## src/rtl/comp_scheduler_pkg.sv

```systemverilog
// comp_scheduler_pkg: shared FSM encodings, component ids and default sizes for the component scheduler
package comp_scheduler_pkg;
  localparam int SWIDTH = 2;
  localparam logic [SWIDTH-1:0] S_OFF = 2'b00;
  localparam logic [SWIDTH-1:0] S_A   = 2'b01;
  localparam logic [SWIDTH-1:0] S_B   = 2'b10;
  localparam logic [SWIDTH-1:0] S_C   = 2'b11;
  localparam logic [1:0] ID_AIRFLOW   = 2'b00;
  localparam logic [1:0] ID_THRUSTERS = 2'b01;
  localparam logic [1:0] ID_SOLAR     = 2'b10;
  localparam int N_DEF  = 3;
  localparam int DW_DEF = 64;
endpackage

```

## src/rtl/comp_scheduler_if.sv

```systemverilog
// comp_scheduler_if: requester and shared message channel bundle
//   req/payload/ack : per-component request, payload slices, one-cycle grant pulse
//   msg_*           : shared valid/ready message channel toward the io layer
//   master = scheduler side, slave = requesters plus channel consumer
interface comp_scheduler_if
  import comp_scheduler_pkg::*;
#(
  parameter int N  = N_DEF,
  parameter int DW = DW_DEF
);
  logic [N-1:0]    req;
  logic [N*DW-1:0] payload;
  logic [N-1:0]    ack;
  logic            msg_valid;
  logic            msg_ready;
  logic [1:0]      msg_id;
  logic [DW-1:0]   msg_data;
  modport master (input req, payload, msg_ready, output ack, msg_valid, msg_id, msg_data);
  modport slave  (output req, payload, msg_ready, input ack, msg_valid, msg_id, msg_data);
endinterface

```

## src/rtl/comp_scheduler_rr_picker.sv

```systemverilog
// comp_scheduler_rr_picker: combinational round-robin pick of the first eligible index at or after ptr_i
//   eligible_i : per-requester eligibility
//   ptr_i      : round-robin start index
//   grant_o    : chosen index, any_o : at least one eligible
module comp_scheduler_rr_picker #(
  parameter int N = 3
) (
  input  logic [N-1:0] eligible_i,
  input  logic [1:0]   ptr_i,
  output logic [1:0]   grant_o,
  output logic         any_o
);
  always_comb begin
    grant_o = '0;
    any_o   = |eligible_i;
    // lowest eligible overall is the wrap-around fallback; lowest at/after ptr overrides it
    for (int i = N - 1; i >= 0; i--)
      if (eligible_i[i]) grant_o = 2'(i);
    for (int i = N - 1; i >= 0; i--)
      if (eligible_i[i] && i >= int'(ptr_i)) grant_o = 2'(i);
  end
endmodule

```

## src/rtl/comp_scheduler.sv

```systemverilog
// comp_scheduler: power sequencing of station components plus round-robin message arbitration
//   clk, rst_n : clock, asynchronous active-low reset
//   start_i    : request system on (1) / off (0)
//   bus        : requester and shared message channel (master side)
//   en_o       : per-component enable
//   state_o    : current FSM state
module comp_scheduler
  import comp_scheduler_pkg::*;
#(
  parameter int N       = N_DEF,
  parameter int DW      = DW_DEF,
  parameter int HOLD    = 100,
  parameter int STAGGER = 8
) (
  input  logic               clk,
  input  logic               rst_n,
  input  logic               start_i,
  comp_scheduler_if.master   bus,
  output logic [N-1:0]       en_o,
  output logic [SWIDTH-1:0]  state_o
);
  localparam int HW = $clog2(HOLD + 1);
  localparam int TW = $clog2(STAGGER + 1);
  logic [SWIDTH-1:0] state_q, state_d;
  logic [HW-1:0]     hold_q, hold_d;
  logic [TW-1:0]     stag_q, stag_d;
  logic [N-1:0]      en_q, en_d, ack_q, ack_d, elig;
  logic [1:0]        ptr_q, ptr_d, id_q, id_d, g;
  logic              mv_q, mv_d, any, free, win;
  logic [DW-1:0]     data_q, data_d;
  logic [DW-1:0]     pl [N];
  for (genvar i = 0; i < N; i++) begin : g_pl
    assign pl[i] = bus.payload[i*DW +: DW];
  end
  assign elig = bus.req & en_q & {N{state_q == S_A || state_q == S_B}};
  assign free = !mv_q || bus.msg_ready;
  assign win  = free && any;
  comp_scheduler_rr_picker #(.N(N)) u_pick (
    .eligible_i (elig),
    .ptr_i      (ptr_q),
    .grant_o    (g),
    .any_o      (any)
  );
  always_comb begin
    state_d = state_q;
    hold_d  = '0;
    stag_d  = stag_q;
    en_d    = en_q;
    if (state_q == S_OFF) begin
      en_d   = '0;
      stag_d = '0;
      hold_d = start_i ? hold_q + 1'b1 : '0;
      if (start_i && hold_q == HW'(HOLD - 1)) begin
        state_d = S_A;
        hold_d  = '0;
      end
    end else if (state_q == S_A) begin
      // enables fill from bit 0 upward; the first S_A edge sets en[0] immediately
      if (!start_i) state_d = S_C;
      else if (en_q[N-1]) state_d = S_B;
      else if (en_q == '0 || stag_q == TW'(STAGGER - 1)) begin
        en_d   = (en_q << 1) | N'(1);
        stag_d = '0;
      end else stag_d = stag_q + 1'b1;
    end else if (state_q == S_B) state_d = start_i ? S_B : S_C;
    else if (free) begin
      // halt completes once any in-flight message has been accepted
      state_d = S_OFF;
      en_d    = '0;
    end
  end
  assign mv_d   = free ? any : mv_q;
  assign id_d   = win ? g : id_q;
  assign data_d = win ? pl[g] : data_q;
  assign ack_d  = win ? N'(1) << g : '0;
  assign ptr_d  = win ? (g == 2'(N - 1) ? 2'd0 : g + 2'd1) : ptr_q;
  always_ff @(posedge clk or negedge rst_n) begin
    if (!rst_n) begin
      state_q <= S_OFF;
      hold_q  <= '0;
      stag_q  <= '0;
      en_q    <= '0;
      ack_q   <= '0;
      ptr_q   <= '0;
      mv_q    <= 1'b0;
      id_q    <= '0;
      data_q  <= '0;
    end else begin
      state_q <= state_d;
      hold_q  <= hold_d;
      stag_q  <= stag_d;
      en_q    <= en_d;
      ack_q   <= ack_d;
      ptr_q   <= ptr_d;
      mv_q    <= mv_d;
      id_q    <= id_d;
      data_q  <= data_d;
    end
  end
  assign en_o          = en_q;
  assign state_o       = state_q;
  assign bus.ack       = ack_q;
  assign bus.msg_valid = mv_q;
  assign bus.msg_id    = id_q;
  assign bus.msg_data  = data_q;
endmodule
```

## src/flat_wrapper.sv

```systemverilog
// flat-port wrapper written by rule: the top's interface ports become plain ports
module comp_scheduler_flat import comp_scheduler_pkg::*;
#(
  parameter int N       = N_DEF,
  parameter int DW      = DW_DEF,
  parameter int HOLD    = 100,
  parameter int STAGGER = 8
)
  (clk, rst_n, start_i, en_o, state_o, bus_req, bus_payload, bus_msg_ready, bus_ack, bus_msg_valid, bus_msg_id, bus_msg_data);
  comp_scheduler_if #(.N(N), .DW(DW)) bus_i ();
  input  logic clk;
  input  logic rst_n;
  input  logic start_i;
  output logic [N-1:0] en_o;
  output logic [SWIDTH-1:0] state_o;
  input wire logic [$bits(bus_i.req)-1:0] bus_req;
  input wire logic [$bits(bus_i.payload)-1:0] bus_payload;
  input wire logic [$bits(bus_i.msg_ready)-1:0] bus_msg_ready;
  output wire logic [$bits(bus_i.ack)-1:0] bus_ack;
  output wire logic [$bits(bus_i.msg_valid)-1:0] bus_msg_valid;
  output wire logic [$bits(bus_i.msg_id)-1:0] bus_msg_id;
  output wire logic [$bits(bus_i.msg_data)-1:0] bus_msg_data;
  assign bus_i.req = bus_req;
  assign bus_i.payload = bus_payload;
  assign bus_i.msg_ready = bus_msg_ready;
  assign bus_ack = bus_i.ack;
  assign bus_msg_valid = bus_i.msg_valid;
  assign bus_msg_id = bus_i.msg_id;
  assign bus_msg_data = bus_i.msg_data;
  comp_scheduler #(.N(N), .DW(DW), .HOLD(HOLD), .STAGGER(STAGGER)) u_core (.clk(clk), .rst_n(rst_n), .start_i(start_i), .bus(bus_i), .en_o(en_o), .state_o(state_o));
endmodule
```

## config.mk

```make
export PLATFORM = sky130hd
export DESIGN_NAME = comp_scheduler_flat
export DESIGN_NICKNAME = d
export VERILOG_FILES = /design/src/rtl/comp_scheduler_pkg.sv /design/src/rtl/comp_scheduler_if.sv /design/src/rtl/comp_scheduler_rr_picker.sv /design/src/rtl/comp_scheduler.sv /design/src/flat_wrapper.sv
export SDC_FILE = /design/constraint.sdc
export NUM_CORES = 1
export LEC_CHECK = 0
export ABC_AREA = 1
export BUFFER_PORTS_ARGS = -buffer_cell sky130_fd_sc_hd__buf_2
export CORE_MARGIN = 2
export CORE_UTILIZATION = 44
export DETAILED_ROUTE_END_ITERATION = 16
export HOLD_SLACK_MARGIN = 0.03
export PLACE_DENSITY_LB_ADDON = 0.1
export SLEW_MARGIN = 20
export SYNTH_ARGS = -nofsm -noshare
export SYNTH_HDL_FRONTEND = slang
export SYNTH_SLANG_ARGS = --single-unit
```

## constraint.sdc

```tcl
create_clock -name clk -period 1.6 [get_ports clk]
set_input_delay 0.16 -clock clk [delete_from_list [all_inputs] [get_ports clk]]
set_output_delay 0.16 -clock clk [all_outputs]
set_load 0.02 [all_outputs]
```

==> results.cfg <==
[layout]
drive_gt1_frac = 0.486
fillCellCount = 1221
area_growth_syn_to_layout_pct = 54.8
fin_nets = 1428
final_cell_area_um2 = 9580

[route]
wl_per_cell_um = 16.4
vias = 7114
viasPerCell = 5.05
route.antenna.remaining_nets = 0
drtIter0Drc = 469
drtPass1Iterations = 5
drt-total-wl_um = 23200
drc_errors = 0

[sta]
finalSetupViolCount = 71
hold-worst-slack_ps = 129
finalHoldViolations = 0
min_period_ps = 1910
setup_ws_ps = -313
fin_skew_ps = 8.24
slew_headroom = 0.662
rsz0062_at_grt = true
tightest_slew_ps = 506
fin_setup_tns_ps = -18830
fin_crit_sh = 1.20
final_max_slew_viol_count = 0
timing.fmax_mhz = 523

[synth]
yosysWarnings = 0
seq_area_frac_synth = 0.356
synth_seq_cells = 88
syn-num-nets = 1122
syn_area_um2 = 6180
avgSynthCellArea_um2 = 6.74
syn-instance-count = 917
ys_types = 26

[critical_path]
slowest_stage = dfrtp_2
cp.required_ps = 1880
regToRegStartpoint = u_core.state_o[0]
crit_type = reg -> reg
critPathBufInv = 6
r2r_end = u_core.bus.msg_data[20]
cpPeakStageDelay_ps = 400
cp_max_fo = 6
crit_chain = inv_2 > ha_4 > nand3_4 > buf_6 > o211ai_2 > nand2_2 > clkinv_8 > clkbuf_16 > clkbuf_16 > nand2_2 > inv_2 > a21oi_2
rr_worst_depth = 12
cp-start-kind = flip-flop
worst-endpoint-arrival_ps = 2190
cp-end-kind = flip-flop
r2r_slack_ps = -310
cp_top_family = buffers and inverters

[clock_tree]
path_clk_slew_ps = 70
h-tree-depth = 3
numCtsBuffers = 9
insertion_delay_ps = 350
clockRootBuffer = clkbuf_16
cts_sinks = 88
cts_tree = yes
cts_buffer_depth = 2

[grt]
grt_remaining_overflow = 0
grt_pass1_vias = 6169
antenna_found_initial = 1
grt_pass1_wl_um = 30200
grt_max_degree = 89
grt_util_all_layers = 0.257

[worst_hold_path]
hold_path_end = u_core.bus.msg_data[40]
hold_path.class = in -> reg
hold_start = bus_payload[168]
min_path_cells = 5

[die]
fp.dieH_um = 123
rows = 43
dieArea_um2 = 15000
initial_core_util = 0.447
die_x_um = 123
io_pins = 274
coreArea_um2 = 13800

[pwr]
intPower_w = 0.00751
clock_power_share = 0.175
pwr-share-seq = 0.286
p_sw_w = 0.00570
power_per_cell_area_nw_per_um2 = 1380
power_leakage_nw = 5.32
power_w = 0.0132
p_sw_frac = 0.432
peakVddDrop_v = 0.000749
p_comb_frac = 0.539

[outcome]
status = finished, violations left
violations = setup timing

[placement]
dpl_cell_area_um2 = 7880
post-dp-hpwl_um = 13400
port_buffers = 273
globalplace.congestion = 0.843

[job]
drv_cap = 0
## final cells by class
class                      count  area [um2]  share of cell area
multi-input combinational    553        3390               0.354
timing repair buffer         349        2580               0.270
sequential                    88        2200               0.230
inverter                     222         851              0.0889
clock buffer                  13         250              0.0261
tap                          180         225              0.0235
clock inverter                 3        65.1             0.00679
antenna                        1        2.50            0.000261
## routing by layer
| metal | track usage | routed length, um |
|---|---|---|
| met1 | 0.323 | 9570 |
| met2 | 0.447 | 11500 |
| met3 | 0.0423 | 1510 |
| met4 | 0.0855 | 600 |
| met5 | 0 | 0 |
## worst max-delay path by stage
stage	from	end	slack (ps)	cells after the start
after floorplan	u_core.state_o[0]	u_core.bus.msg_data[34]	-150	13
after global placement	u_core.state_o[1]	u_core.bus.msg_data[7]	-220	11
after detailed placement	u_core.state_o[1]	u_core.bus.msg_data[53]	-250	11
after CTS	u_core.state_o[1]	u_core.bus.msg_data[14]	-220	11
after global routing	u_core.state_o[1]	u_core.bus.msg_data[26]	-380	11
final	u_core.state_o[0]	u_core.bus.msg_data[20]	-310	12
## stage by stage
stage,setup WS [ps],utilization,instances
6_report,-313,0.693,1409
5_1_grt,-384,0.693,1409
4_1_cts,-217,0.605,1375
3_5_place_dp,-251,0.570,1355
3_3_place_gp,-215,0.570,1355
2_1_floorplan,-153,-,917
## state kept, by name (all words and copies together), names as in the netlist
name / flops
u_core.bus.ack: 3
u_core.bus.msg_data: 64
u_core.bus.msg_id: 2
u_core.bus.msg_valid: 1
u_core.en_o: 3
u_core.hold_q: 7
u_core.ptr_q: 2
u_core.stag_q: 4
u_core.state_o: 2
## power groups by stage
| stage | registers (W) | clock network, W | logic, W |
|---|---|---|---|
| after detailed placement | 0.00373 | 0 | 0.00560 |
| after floorplan | 0.00484 | 0 | 0.00237 |
| after CTS | 0.00371 | 0.00233 | 0.00583 |
| after global routing | 0.00388 | 0.00242 | 0.00770 |
| after global placement | 0.00372 | 0 | 0.00553 |
| final | 0.00377 | 0.00231 | 0.00712 |
## cells by family after synthesis
kind of cell	after synthesis	share of synthesized area
xor+xnor	3	0.00425
compound gates	85	0.0844
fa+ha+maj	6	0.0121
flops	88	0.356
buf+inv	278	0.203
mux	1	0.00162
simple gates	456	0.338
## cell usage after synthesis (all sizes together)
library cell  instances  area (um2)
o21a                  1        7.51
o21ai                 9        45.0
nand2               161         609
mux2i                 1        10.0
dfrtp                88        2200
nor4                  1        6.26
buf                  56         424
nor2                 84         318
xnor2                 2        17.5
o211ai                1        12.5
nor3                  5        25.0
o31ai                 2        15.0
nand3               203        1120
o22ai                 5        31.3
ha                    6        75.1
nand4                 2        12.5
a21oi                67         410
xor2                  1        8.76
inv                 222         833
## layout by cell type, fill, tap and decap left out, types with 3 or more instances in the layout
cell,synthesis,final
nor2_1,83,56
inv_1,221,172
buf_4,5,26
nand3_1,182,173
buf_12,0,12
a21oi_2,20,53
nor3_1,5,4
clkbuf_16,0,27
dfrtp_1,88,86
clkbuf_1,0,3
a21oi_1,47,14
nor2_4,0,7
nand3_2,21,27
o22ai_2,0,3
o21ai_0,9,6
buf_16,0,6
nand2_1,159,100
ha_1,6,4
inv_2,1,47
buf_6,21,13
nor2_2,1,21
nand2_2,2,40
nand2_8,0,3
nand2_4,0,20
buf_2,30,272
nand3_4,0,3
## worst register-to-register path: stages, from the launching register on
cell       delay [ps]
dfrtp_2           400
inv_2              80
ha_4              230
nand3_4           140
buf_6             110
o211ai_2           80
nand2_2           150
clkinv_8           90
clkbuf_16         180
clkbuf_16         170
nand2_2            70
inv_2              40
a21oi_2           130
## what timing repair did
item / 4_1_cts / 5_1_grt
pin swaps: 1 / 82
hold buffers: 1 / 0
setup endpoints to repair: 79 / 80
setup buffers: 0 / 6
hold endpoints to repair: 88 / 0
cloned: 3 / 27
resized for setup: 22 / 211
No activity file was read; power rests on OpenSTA's default activity.
